`src/rtl/umi_endpoint_pipe_if.sv`:
```
// Signal bundle for umi_endpoint_pipe: UMI device request/response channels and
// the local memory/register port. The endpoint uses the slave view.
interface umi_endpoint_pipe_if #(
    parameter int CW = 32,
    parameter int AW = 64,
    parameter int DW = 256
);
    logic          udev_req_valid;
    logic [CW-1:0] udev_req_cmd;
    logic [AW-1:0] udev_req_dstaddr;
    logic [AW-1:0] udev_req_srcaddr;
    logic [DW-1:0] udev_req_data;
    logic          udev_req_ready;
    logic          udev_resp_valid;
    logic [CW-1:0] udev_resp_cmd;
    logic [AW-1:0] udev_resp_dstaddr;
    logic [AW-1:0] udev_resp_srcaddr;
    logic [DW-1:0] udev_resp_data;
    logic          udev_resp_ready;
    logic [AW-1:0] loc_addr;
    logic          loc_write;
    logic          loc_read;
    logic          loc_atomic;
    logic [7:0]    loc_opcode;
    logic [2:0]    loc_size;
    logic [7:0]    loc_len;
    logic [7:0]    loc_atype;
    logic [DW-1:0] loc_wrdata;
    logic [DW-1:0] loc_rddata;
    logic          loc_ready;
    logic          err_drop;

    modport slave (
        input  udev_req_valid, udev_req_cmd, udev_req_dstaddr, udev_req_srcaddr, udev_req_data,
        input  udev_resp_ready, loc_rddata, loc_ready,
        output udev_req_ready, udev_resp_valid, udev_resp_cmd, udev_resp_dstaddr,
        output udev_resp_srcaddr, udev_resp_data,
        output loc_addr, loc_write, loc_read, loc_atomic, loc_opcode, loc_size, loc_len,
        output loc_atype, loc_wrdata, err_drop
    );

    modport master (
        output udev_req_valid, udev_req_cmd, udev_req_dstaddr, udev_req_srcaddr, udev_req_data,
        output udev_resp_ready, loc_rddata, loc_ready,
        input  udev_req_ready, udev_resp_valid, udev_resp_cmd, udev_resp_dstaddr,
        input  udev_resp_srcaddr, udev_resp_data,
        input  loc_addr, loc_write, loc_read, loc_atomic, loc_opcode, loc_size, loc_len,
        input  loc_atype, loc_wrdata, err_drop
    );
endinterface

```
`src/rtl/umi_endpoint_pipe.sv`:
```
// UMI device endpoint: fixed-latency local access pipeline feeding a credit-guarded
// response queue; illegal requests become error responses or dropped pulses.
module umi_endpoint_pipe #(
    parameter int CW     = 32,
    parameter int AW     = 64,
    parameter int DW     = 256,
    parameter int RDLAT  = 1,
    parameter int DEPTH  = 4,
    parameter int ERRCHK = 1
) (
    input  logic               clk,
    input  logic               reset,
    umi_endpoint_pipe_if.slave bus
);
    localparam logic [4:0] UMI_REQ_READ   = 5'h01;
    localparam logic [4:0] UMI_REQ_WRITE  = 5'h03;
    localparam logic [4:0] UMI_REQ_POSTED = 5'h05;
    localparam logic [4:0] UMI_REQ_ATOMIC = 5'h09;
    localparam logic [4:0] UMI_RESP_READ  = 5'h02;
    localparam logic [4:0] UMI_RESP_WRITE = 5'h04;
    localparam int PW  = (DEPTH > 1) ? $clog2(DEPTH) : 1;
    localparam int CRW = $clog2(DEPTH + 1);
    localparam logic [CRW-1:0] DEPTH_C  = CRW'(DEPTH);
    localparam logic [PW-1:0]  LAST_PTR = PW'(DEPTH - 1);
    localparam logic [16:0]    MAX_BYTES = 17'(DW / 8);

    logic [4:0]    opc_s;
    logic [2:0]    size_s;
    logic [7:0]    len_s;
    logic [16:0]   bytes_s;
    logic          is_read_s, is_write_s, is_posted_s, is_atomic_s, is_rg_s, is_unsup_s;
    logic          illegal_s, ready_s, accept_s, push_s, pop_s;
    logic [CW-1:0] resp_cmd_s;
    logic [DW-1:0] push_data_s;

    logic          rdy_en_q, err_drop_q;
    logic [CRW-1:0] credit_q, credit_d, count_q, count_d;
    logic [PW-1:0]  wr_ptr_q, wr_ptr_d, rd_ptr_q, rd_ptr_d;

    logic          pv_q   [RDLAT];
    logic          perr_q [RDLAT];
    logic          prd_q  [RDLAT];
    logic [CW-1:0] pcmd_q [RDLAT];
    logic [AW-1:0] pdst_q [RDLAT];
    logic [AW-1:0] psrc_q [RDLAT];

    logic [CW-1:0] qcmd_q  [DEPTH];
    logic [AW-1:0] qdst_q  [DEPTH];
    logic [AW-1:0] qsrc_q  [DEPTH];
    logic [DW-1:0] qdata_q [DEPTH];

    assign opc_s       = bus.udev_req_cmd[4:0];
    assign size_s      = bus.udev_req_cmd[7:5];
    assign len_s       = bus.udev_req_cmd[15:8];
    assign is_read_s   = (opc_s == UMI_REQ_READ);
    assign is_write_s  = (opc_s == UMI_REQ_WRITE);
    assign is_posted_s = (opc_s == UMI_REQ_POSTED);
    assign is_atomic_s = (opc_s == UMI_REQ_ATOMIC);
    assign is_rg_s     = is_read_s | is_write_s | is_atomic_s;
    assign is_unsup_s  = ~is_rg_s & ~is_posted_s;

    // An atomic carries its atype in the len field, so it always counts as one beat
    assign bytes_s   = (17'(is_atomic_s ? 8'h00 : len_s) + 17'd1) << size_s;
    assign illegal_s = (ERRCHK != 0) && (bytes_s > MAX_BYTES);

    assign ready_s  = rdy_en_q & bus.loc_ready & ((credit_q < DEPTH_C) | ~is_rg_s);
    assign accept_s = bus.udev_req_valid & ready_s;

    assign bus.udev_req_ready = ready_s;
    assign bus.loc_read   = accept_s & is_read_s & ~illegal_s;
    assign bus.loc_write  = accept_s & (is_write_s | is_posted_s) & ~illegal_s;
    assign bus.loc_atomic = accept_s & is_atomic_s & ~illegal_s;
    assign bus.loc_addr   = bus.udev_req_dstaddr;
    assign bus.loc_opcode = {3'b000, opc_s};
    assign bus.loc_size   = size_s;
    assign bus.loc_len    = len_s;
    assign bus.loc_atype  = len_s;
    assign bus.loc_wrdata = bus.udev_req_data;
    assign bus.err_drop   = err_drop_q;

    // Response header: request command with response opcode and error field patched
    always_comb begin
        resp_cmd_s      = bus.udev_req_cmd;
        resp_cmd_s[4:0] = is_write_s ? UMI_RESP_WRITE : UMI_RESP_READ;
        if (illegal_s) begin
            resp_cmd_s[26:25] = 2'b10;
        end else begin
            resp_cmd_s[26:25] = bus.udev_req_cmd[26:25];
        end
    end

    // Fixed-latency shift pipeline; the last stage lines up with loc_rddata
    always_ff @(posedge clk or posedge reset) begin
        if (reset) begin
            for (int i = 0; i < RDLAT; i++) begin
                pv_q[i]   <= 1'b0;
                perr_q[i] <= 1'b0;
                prd_q[i]  <= 1'b0;
                pcmd_q[i] <= '0;
                pdst_q[i] <= '0;
                psrc_q[i] <= '0;
            end
        end else begin
            pv_q[0]   <= accept_s & is_rg_s;
            perr_q[0] <= illegal_s;
            prd_q[0]  <= is_read_s | is_atomic_s;
            pcmd_q[0] <= resp_cmd_s;
            pdst_q[0] <= bus.udev_req_srcaddr;
            psrc_q[0] <= bus.udev_req_dstaddr;
            for (int i = 1; i < RDLAT; i++) begin
                pv_q[i]   <= pv_q[i-1];
                perr_q[i] <= perr_q[i-1];
                prd_q[i]  <= prd_q[i-1];
                pcmd_q[i] <= pcmd_q[i-1];
                pdst_q[i] <= pdst_q[i-1];
                psrc_q[i] <= psrc_q[i-1];
            end
        end
    end

    assign push_s      = pv_q[RDLAT-1];
    assign push_data_s = (perr_q[RDLAT-1] | ~prd_q[RDLAT-1]) ? '0 : bus.loc_rddata;
    assign pop_s       = (count_q != '0) & bus.udev_resp_ready;

    // Queue/credit next state; credits bound occupancy so a push never finds it full
    always_comb begin
        credit_d = credit_q + CRW'(accept_s & is_rg_s) - CRW'(pop_s);
        count_d  = count_q + CRW'(push_s) - CRW'(pop_s);
        wr_ptr_d = wr_ptr_q;
        rd_ptr_d = rd_ptr_q;
        if (push_s) begin
            wr_ptr_d = (wr_ptr_q == LAST_PTR) ? '0 : wr_ptr_q + PW'(1);
        end else begin
            wr_ptr_d = wr_ptr_q;
        end
        if (pop_s) begin
            rd_ptr_d = (rd_ptr_q == LAST_PTR) ? '0 : rd_ptr_q + PW'(1);
        end else begin
            rd_ptr_d = rd_ptr_q;
        end
    end

    // Control state: credits, queue pointers, drop pulse and post-reset ready enable
    always_ff @(posedge clk or posedge reset) begin
        if (reset) begin
            rdy_en_q   <= 1'b0;
            err_drop_q <= 1'b0;
            credit_q   <= '0;
            count_q    <= '0;
            wr_ptr_q   <= '0;
            rd_ptr_q   <= '0;
        end else begin
            rdy_en_q   <= 1'b1;
            err_drop_q <= accept_s & ((is_posted_s & illegal_s) | is_unsup_s);
            credit_q   <= credit_d;
            count_q    <= count_d;
            wr_ptr_q   <= wr_ptr_d;
            rd_ptr_q   <= rd_ptr_d;
        end
    end

    // Queue storage; unwritten entries are never visible because outputs are masked when empty
    always_ff @(posedge clk) begin
        if (push_s) begin
            qcmd_q[wr_ptr_q]  <= pcmd_q[RDLAT-1];
            qdst_q[wr_ptr_q]  <= pdst_q[RDLAT-1];
            qsrc_q[wr_ptr_q]  <= psrc_q[RDLAT-1];
            qdata_q[wr_ptr_q] <= push_data_s;
        end
    end

    assign bus.udev_resp_valid   = (count_q != '0);
    assign bus.udev_resp_cmd     = bus.udev_resp_valid ? qcmd_q[rd_ptr_q]  : '0;
    assign bus.udev_resp_dstaddr = bus.udev_resp_valid ? qdst_q[rd_ptr_q]  : '0;
    assign bus.udev_resp_srcaddr = bus.udev_resp_valid ? qsrc_q[rd_ptr_q]  : '0;
    assign bus.udev_resp_data    = bus.udev_resp_valid ? qdata_q[rd_ptr_q] : '0;
endmodule

```
`src/flat_wrapper.sv`:
```
// flat-port wrapper written by rule: the top's interface ports become plain ports
module umi_endpoint_pipe_flat 
#(
    parameter int CW     = 32,
    parameter int AW     = 64,
    parameter int DW     = 256,
    parameter int RDLAT  = 1,
    parameter int DEPTH  = 4,
    parameter int ERRCHK = 1
)
  (clk, reset, bus_udev_req_valid, bus_udev_req_cmd, bus_udev_req_dstaddr, bus_udev_req_srcaddr, bus_udev_req_data, bus_udev_resp_ready, bus_loc_rddata, bus_loc_ready, bus_udev_req_ready, bus_udev_resp_valid, bus_udev_resp_cmd, bus_udev_resp_dstaddr, bus_udev_resp_srcaddr, bus_udev_resp_data, bus_loc_addr, bus_loc_write, bus_loc_read, bus_loc_atomic, bus_loc_opcode, bus_loc_size, bus_loc_len, bus_loc_atype, bus_loc_wrdata, bus_err_drop);
  umi_endpoint_pipe_if #(.CW(CW), .AW(AW), .DW(DW)) bus_i ();
  input  logic clk;
  input  logic reset;
  input wire logic [$bits(bus_i.udev_req_valid)-1:0] bus_udev_req_valid;
  input wire logic [$bits(bus_i.udev_req_cmd)-1:0] bus_udev_req_cmd;
  input wire logic [$bits(bus_i.udev_req_dstaddr)-1:0] bus_udev_req_dstaddr;
  input wire logic [$bits(bus_i.udev_req_srcaddr)-1:0] bus_udev_req_srcaddr;
  input wire logic [$bits(bus_i.udev_req_data)-1:0] bus_udev_req_data;
  input wire logic [$bits(bus_i.udev_resp_ready)-1:0] bus_udev_resp_ready;
  input wire logic [$bits(bus_i.loc_rddata)-1:0] bus_loc_rddata;
  input wire logic [$bits(bus_i.loc_ready)-1:0] bus_loc_ready;
  output wire logic [$bits(bus_i.udev_req_ready)-1:0] bus_udev_req_ready;
  output wire logic [$bits(bus_i.udev_resp_valid)-1:0] bus_udev_resp_valid;
  output wire logic [$bits(bus_i.udev_resp_cmd)-1:0] bus_udev_resp_cmd;
  output wire logic [$bits(bus_i.udev_resp_dstaddr)-1:0] bus_udev_resp_dstaddr;
  output wire logic [$bits(bus_i.udev_resp_srcaddr)-1:0] bus_udev_resp_srcaddr;
  output wire logic [$bits(bus_i.udev_resp_data)-1:0] bus_udev_resp_data;
  output wire logic [$bits(bus_i.loc_addr)-1:0] bus_loc_addr;
  output wire logic [$bits(bus_i.loc_write)-1:0] bus_loc_write;
  output wire logic [$bits(bus_i.loc_read)-1:0] bus_loc_read;
  output wire logic [$bits(bus_i.loc_atomic)-1:0] bus_loc_atomic;
  output wire logic [$bits(bus_i.loc_opcode)-1:0] bus_loc_opcode;
  output wire logic [$bits(bus_i.loc_size)-1:0] bus_loc_size;
  output wire logic [$bits(bus_i.loc_len)-1:0] bus_loc_len;
  output wire logic [$bits(bus_i.loc_atype)-1:0] bus_loc_atype;
  output wire logic [$bits(bus_i.loc_wrdata)-1:0] bus_loc_wrdata;
  output wire logic [$bits(bus_i.err_drop)-1:0] bus_err_drop;
  assign bus_i.udev_req_valid = bus_udev_req_valid;
  assign bus_i.udev_req_cmd = bus_udev_req_cmd;
  assign bus_i.udev_req_dstaddr = bus_udev_req_dstaddr;
  assign bus_i.udev_req_srcaddr = bus_udev_req_srcaddr;
  assign bus_i.udev_req_data = bus_udev_req_data;
  assign bus_i.udev_resp_ready = bus_udev_resp_ready;
  assign bus_i.loc_rddata = bus_loc_rddata;
  assign bus_i.loc_ready = bus_loc_ready;
  assign bus_udev_req_ready = bus_i.udev_req_ready;
  assign bus_udev_resp_valid = bus_i.udev_resp_valid;
  assign bus_udev_resp_cmd = bus_i.udev_resp_cmd;
  assign bus_udev_resp_dstaddr = bus_i.udev_resp_dstaddr;
  assign bus_udev_resp_srcaddr = bus_i.udev_resp_srcaddr;
  assign bus_udev_resp_data = bus_i.udev_resp_data;
  assign bus_loc_addr = bus_i.loc_addr;
  assign bus_loc_write = bus_i.loc_write;
  assign bus_loc_read = bus_i.loc_read;
  assign bus_loc_atomic = bus_i.loc_atomic;
  assign bus_loc_opcode = bus_i.loc_opcode;
  assign bus_loc_size = bus_i.loc_size;
  assign bus_loc_len = bus_i.loc_len;
  assign bus_loc_atype = bus_i.loc_atype;
  assign bus_loc_wrdata = bus_i.loc_wrdata;
  assign bus_err_drop = bus_i.err_drop;
  umi_endpoint_pipe #(.CW(CW), .AW(AW), .DW(DW), .RDLAT(RDLAT), .DEPTH(DEPTH), .ERRCHK(ERRCHK)) u_core (.clk(clk), .reset(reset), .bus(bus_i));
endmodule
```
`config.mk`:
```
export PLATFORM = sky130hd
export DESIGN_NAME = umi_endpoint_pipe_flat
export DESIGN_NICKNAME = d
export VERILOG_FILES = /design/src/rtl/umi_endpoint_pipe_if.sv /design/src/rtl/umi_endpoint_pipe.sv /design/src/flat_wrapper.sv
export SDC_FILE = /design/constraint.sdc
export NUM_CORES = 2
export LEC_CHECK = 0
export BUFFER_PORTS_ARGS = -buffer_cell sky130_fd_sc_hd__buf_2
export CAP_MARGIN = 20
export CORE_AREA = 2 2 566 568
export CTS_BUF_LIST = sky130_fd_sc_hd__clkbuf_16
export CTS_CLUSTER_DIAMETER = 200
export CTS_CLUSTER_SIZE = 25
export DETAILED_ROUTE_END_ITERATION = 16
export DIE_AREA = 0 0 568 570
export HOLD_SLACK_MARGIN = 0.05
export PLACE_DENSITY_LB_ADDON = 0.2
export SLEW_MARGIN = 20
export SYNTH_ARGS = -nofsm -noshare
export SYNTH_HDL_FRONTEND = slang
export SYNTH_SLANG_ARGS = --single-unit
```
`constraint.sdc`:
```
create_clock -name clk -period 25.4 [get_ports clk]
set_clock_uncertainty 0.1 [all_clocks]
set_input_delay 3.81 -clock clk [delete_from_list [all_inputs] [get_ports clk]]
set_output_delay 3.81 -clock clk [all_outputs]
set_load 0.02 [all_outputs]
```
==> impl_metrics.py <==
metrics = {
    "detailed_routing": {
        "routed_wl_mm": 206.1,
        "route.met2.wl_mm": 90.59,
        "drt_iter0_markers": 2572,
        "top_layer_used": "met5",
        "met3_length_mm": 17.20,
        "route.detailed.wl_per_inst_um": 24.56,
        "drc_errors": 0,
        "dr_total_vias": 34120,
        "final_antenna_net_count": 0,
        "drt-met1-wl_mm": 93.71,
        "drtPass1Iterations": 5,
        "post_drt_via_cell_ratio": 4.066,
    },
    "finish": {
        "drive_above_1_share_pct": 36.33,
        "stdcell_count": 8393,
        "syn2layout_area_growth_pct": 13.41,
        "nets": 4838,
    },
    "global_route": {
        "grt_pass1_wl_mm": 288.0,
        "grt_pass1_vias": 35760,
        "grt_max_degree": 110,
        "antenna_found_initial": 92,
        "track_usage_pct": 12.31,
        "grt-ovfl-total": 0,
    },
    "setup_path": {
        "critPathKind": "input pin to primary output",
        "cp.depth": 15,
        "r2r_cells": 7,
        "critical-path-max-stage-delay_ns": 0.86,
        "critPathTopFamily": "simple AND/OR/NAND/NOR gates",
        "required_ns": 21.49,
        "crit_top_cell": "buf_2",
        "timing.critical_path.buf_inv": 4,
        "critPathArrivalTime_ns": 8.16,
        "critPathSlowestCell": "or4b_1",
        "crit_path_max_fanout": 10,
        "crit_path_start_kind": "input pin",
        "cp_cell_sequence": "buf_2 > or4b_1 > clkinv_4 > nand2_1 > and2_1 > ha_1 > nand3_1 > xnor2_1 > o22ai_1 > a2111oi_2 > a211oi_1 > nor4_4 > inv_2 > nor4_2 > buf_2",
        "endpoint_kind": "primary output",
    },
    "synth": {
        "synth_edf_count": 1652,
        "syn_area_sq_mm": 0.07177,
        "synthArstFlopShare_pct": 9.430,
        "netlist_instances": 3589,
        "synth_cell_types": 57,
        "syn_avg_cell_area_sq_um": 20.00,
        "seq_area_frac_synth_pct": 75.11,
        "ys_ff_latch": 1824,
        "synth_ff_type": "edfxtp_1",
        "synth_warnings": 0,
    },
    "sta": {
        "setup_violations": 0,
        "setup_tns_ns": 0,
        "worstMarginPinSlew_ns": 1.247,
        "finalHoldViolations": 0,
        "rsz0062_at_grt": "false",
        "slew_viol_final": 0,
        "finalCritPeriodShare_pct": 47.54,
        "timing.fmax_ghz": 0.08282,
        "post-route-min-period_ns": 12.07,
        "max-slew-margin-rel_pct": 16.32,
    },
    "cts": {
        "tritoncts": "built",
        "post_cts_buffers": 0,
        "clock_sinks": 1824,
        "clockBufferDepth": 4,
        "cts_buffers": 88,
        "clk_latency_ns": 0.84,
        "cts_root_buffer": "clkbuf_16",
        "hold_buffers": 0,
        "clk_pin_slew_ns": 0.10,
        "h-tree-depth": 3,
        "ctsResizeCount": 0,
    },
    "outcome": {
        "status": "finished, final reports clean",
    },
    "floorplanning": {
        "die_h_um": 570,
        "die_area_sq_mm": 0.3238,
        "pin_count": 1446,
        "core_sq_mm": 0.3173,
        "row_count": 207,
        "start_util_pct": 22.62,
        "chipWidth_um": 568,
    },
    "flow_run": {
        "cap_violations": 0,
    },
    "placement": {
        "gp_congestion": 0.7278,
        "port_buffers": 927,
        "place_inst": 8239,
        "dp_hpwl_mm": 135.0,
    },
    "min_path": {
        "hold_depth": 0,
        "hold_path.class": "flop to flop",
    },
    "pwr": {
        "ir_drop_uv": 69.26,
        "p_per_area_mw_per_mm2": 91.96,
        "leakagePower_uw": 0.02882,
    },
}
-- routing by layer --
metal  GRT usage (%)  vias to the layer above
met3           4.023                      272
met4           2.599                       32
met5               0                        -
met1           17.31                    18020
met2           18.41                     1302
li1                -                    14490
-- worst register-to-register path: stages (launching register included) --
cell,delay [ns]
dfrtp_1,0.42
inv_1,0.11
ha_1,0.15
and2_4,0.66
buf_4,0.87
buf_4,0.82
buf_4,0.85
buf_4,0.98
-- synthesized netlist by cell type, drive strengths merged (3+ instances only) --
library cell | number | area (sq um)
and2 | 677 | 4238
or3 | 3 | 18.77
nor4 | 5 | 52.55
nor2 | 9 | 50.05
buf | 421 | 2919
ha | 10 | 125.1
nand2 | 16 | 60.06
inv | 24 | 90.08
nand3 | 6 | 30.03
clkbuf | 102 | 382.9
nor2b | 3 | 18.77
nor3 | 8 | 45.04
xnor2 | 6 | 52.55
o21ai | 12 | 60.06
nand4 | 3 | 18.77
mux4 | 413 | 9301
a21oi | 10 | 57.56
edfxtp | 1652 | 49610
dfrtp | 172 | 4304
nand2b | 3 | 18.77
-- sequential cells by signal, summed over array words and instances, names as in the netlist --
name and flops:
u_core.bus.err_drop 1, u_core.count_q 3, u_core.credit_q 3, u_core.pcmd_q 29
u_core.pdst_q 64, u_core.perr_q 1, u_core.prd_q 1, u_core.psrc_q 64
u_core.push_s 1, u_core.qcmd_q 116, u_core.qdata_q 1024, u_core.qdst_q 256
u_core.qsrc_q 256, u_core.rd_ptr_q 2, u_core.rdy_en_q 1, u_core.wr_ptr_q 2
-- per-stage QoR --
stage,total power [uW],hold slack (ns),cell area (sq um),util (%),setup slack [ns]
3_3_place_gp,6052,0.3685,78900,24.87,13.38
4_1_cts,7660,0.3817,81340,25.64,13.33
5_1_grt,7873,0.4133,81350,25.64,13.07
6_report,7485,0.3890,81400,25.66,13.33
2_1_floorplan,5077,0.3458,71790,-,14.40
3_5_place_dp,6041,0.3734,78900,24.87,13.35
-- area by class of cell --
| class | count | area, sq um |
|---|---|---|
| fillers | 32250 | 235900 |
| flip-flops and latches | 1824 | 53920 |
| multi-input cells | 1222 | 14500 |
| well taps | 4180 | 5230 |
| repair buffers | 988 | 5147 |
| clock buffers | 89 | 2227 |
| clock inverters | 44 | 212.7 |
| inverters | 25 | 106.4 |
| diodes | 21 | 52.55 |
-- power breakdown --
group | internal (uW) | total [uW] | switching (uW)
sequential | 3270 | 3330 | 60.3
clock | 644 | 1600 | 953
combinational | 1010 | 2560 | 1550
total | 4920 | 7490 | 2560
-- final timing paths --
path | end | slack (ns) | from
max | bus_loc_write | 13.33 | bus_udev_req_cmd[1]
min | u_core.qdst_q[2][12]$_DFFE_PP_ | 0.39 | u_core.pdst_q[12]$_DFF_PP0_
max reg2reg | u_core.qdata_q[2][215]$_DFFE_PP_ | 19.96 | u_core.wr_ptr_q[0]$_DFFE_PP0P_
min reg2reg | u_core.qdst_q[2][12]$_DFFE_PP_ | 0.39 | u_core.pdst_q[12]$_DFF_PP0_
max in group asynchronous | u_core.psrc_q[20]$_DFF_PP0_ | 20.10 | reset
min in group asynchronous | u_core.pdst_q[41]$_DFF_PP0_ | 2.96 | reset
-- cell usage in the layout, fill, tap and decap left out, drive strengths merged, types with 2 or more instances in the layout --
master / count
mux4: 413
and2: 677
o22ai: 2
dfrtp: 172
nor3: 8
ha: 10
nor2: 9
nor4: 5
nand2b: 3
inv: 67
a31oi: 2
a21oi: 10
diode: 21
nor2b: 3
xnor2: 6
a211oi: 2
mux2: 2
o21ai: 12
nand2: 16
and4: 2
edfxtp: 1652
conb: 7
xor2: 2
buf: 988
or3: 3
fa: 2
nand4: 3
clkbuf: 89
nand3: 6
-- cells by family (layout without fill, tap and decap cells) --
group                    after synthesis  in the layout  share of synthesized area [%]
adder cells (fa/ha/maj)               12             12                         0.2301
buffers and inverters                548           1146                          4.738
AO/OA/AOI/OAI                         41             41                         0.4027
AND/OR/NAND/NOR                      739            739                          6.415
flip-flops                          1824           1824                          75.11
multiplexers                         415            415                          12.99
XOR/XNOR                               8              8                        0.09763
other                                  2             28                        0.01046
(Power assumes the default switching activity.)
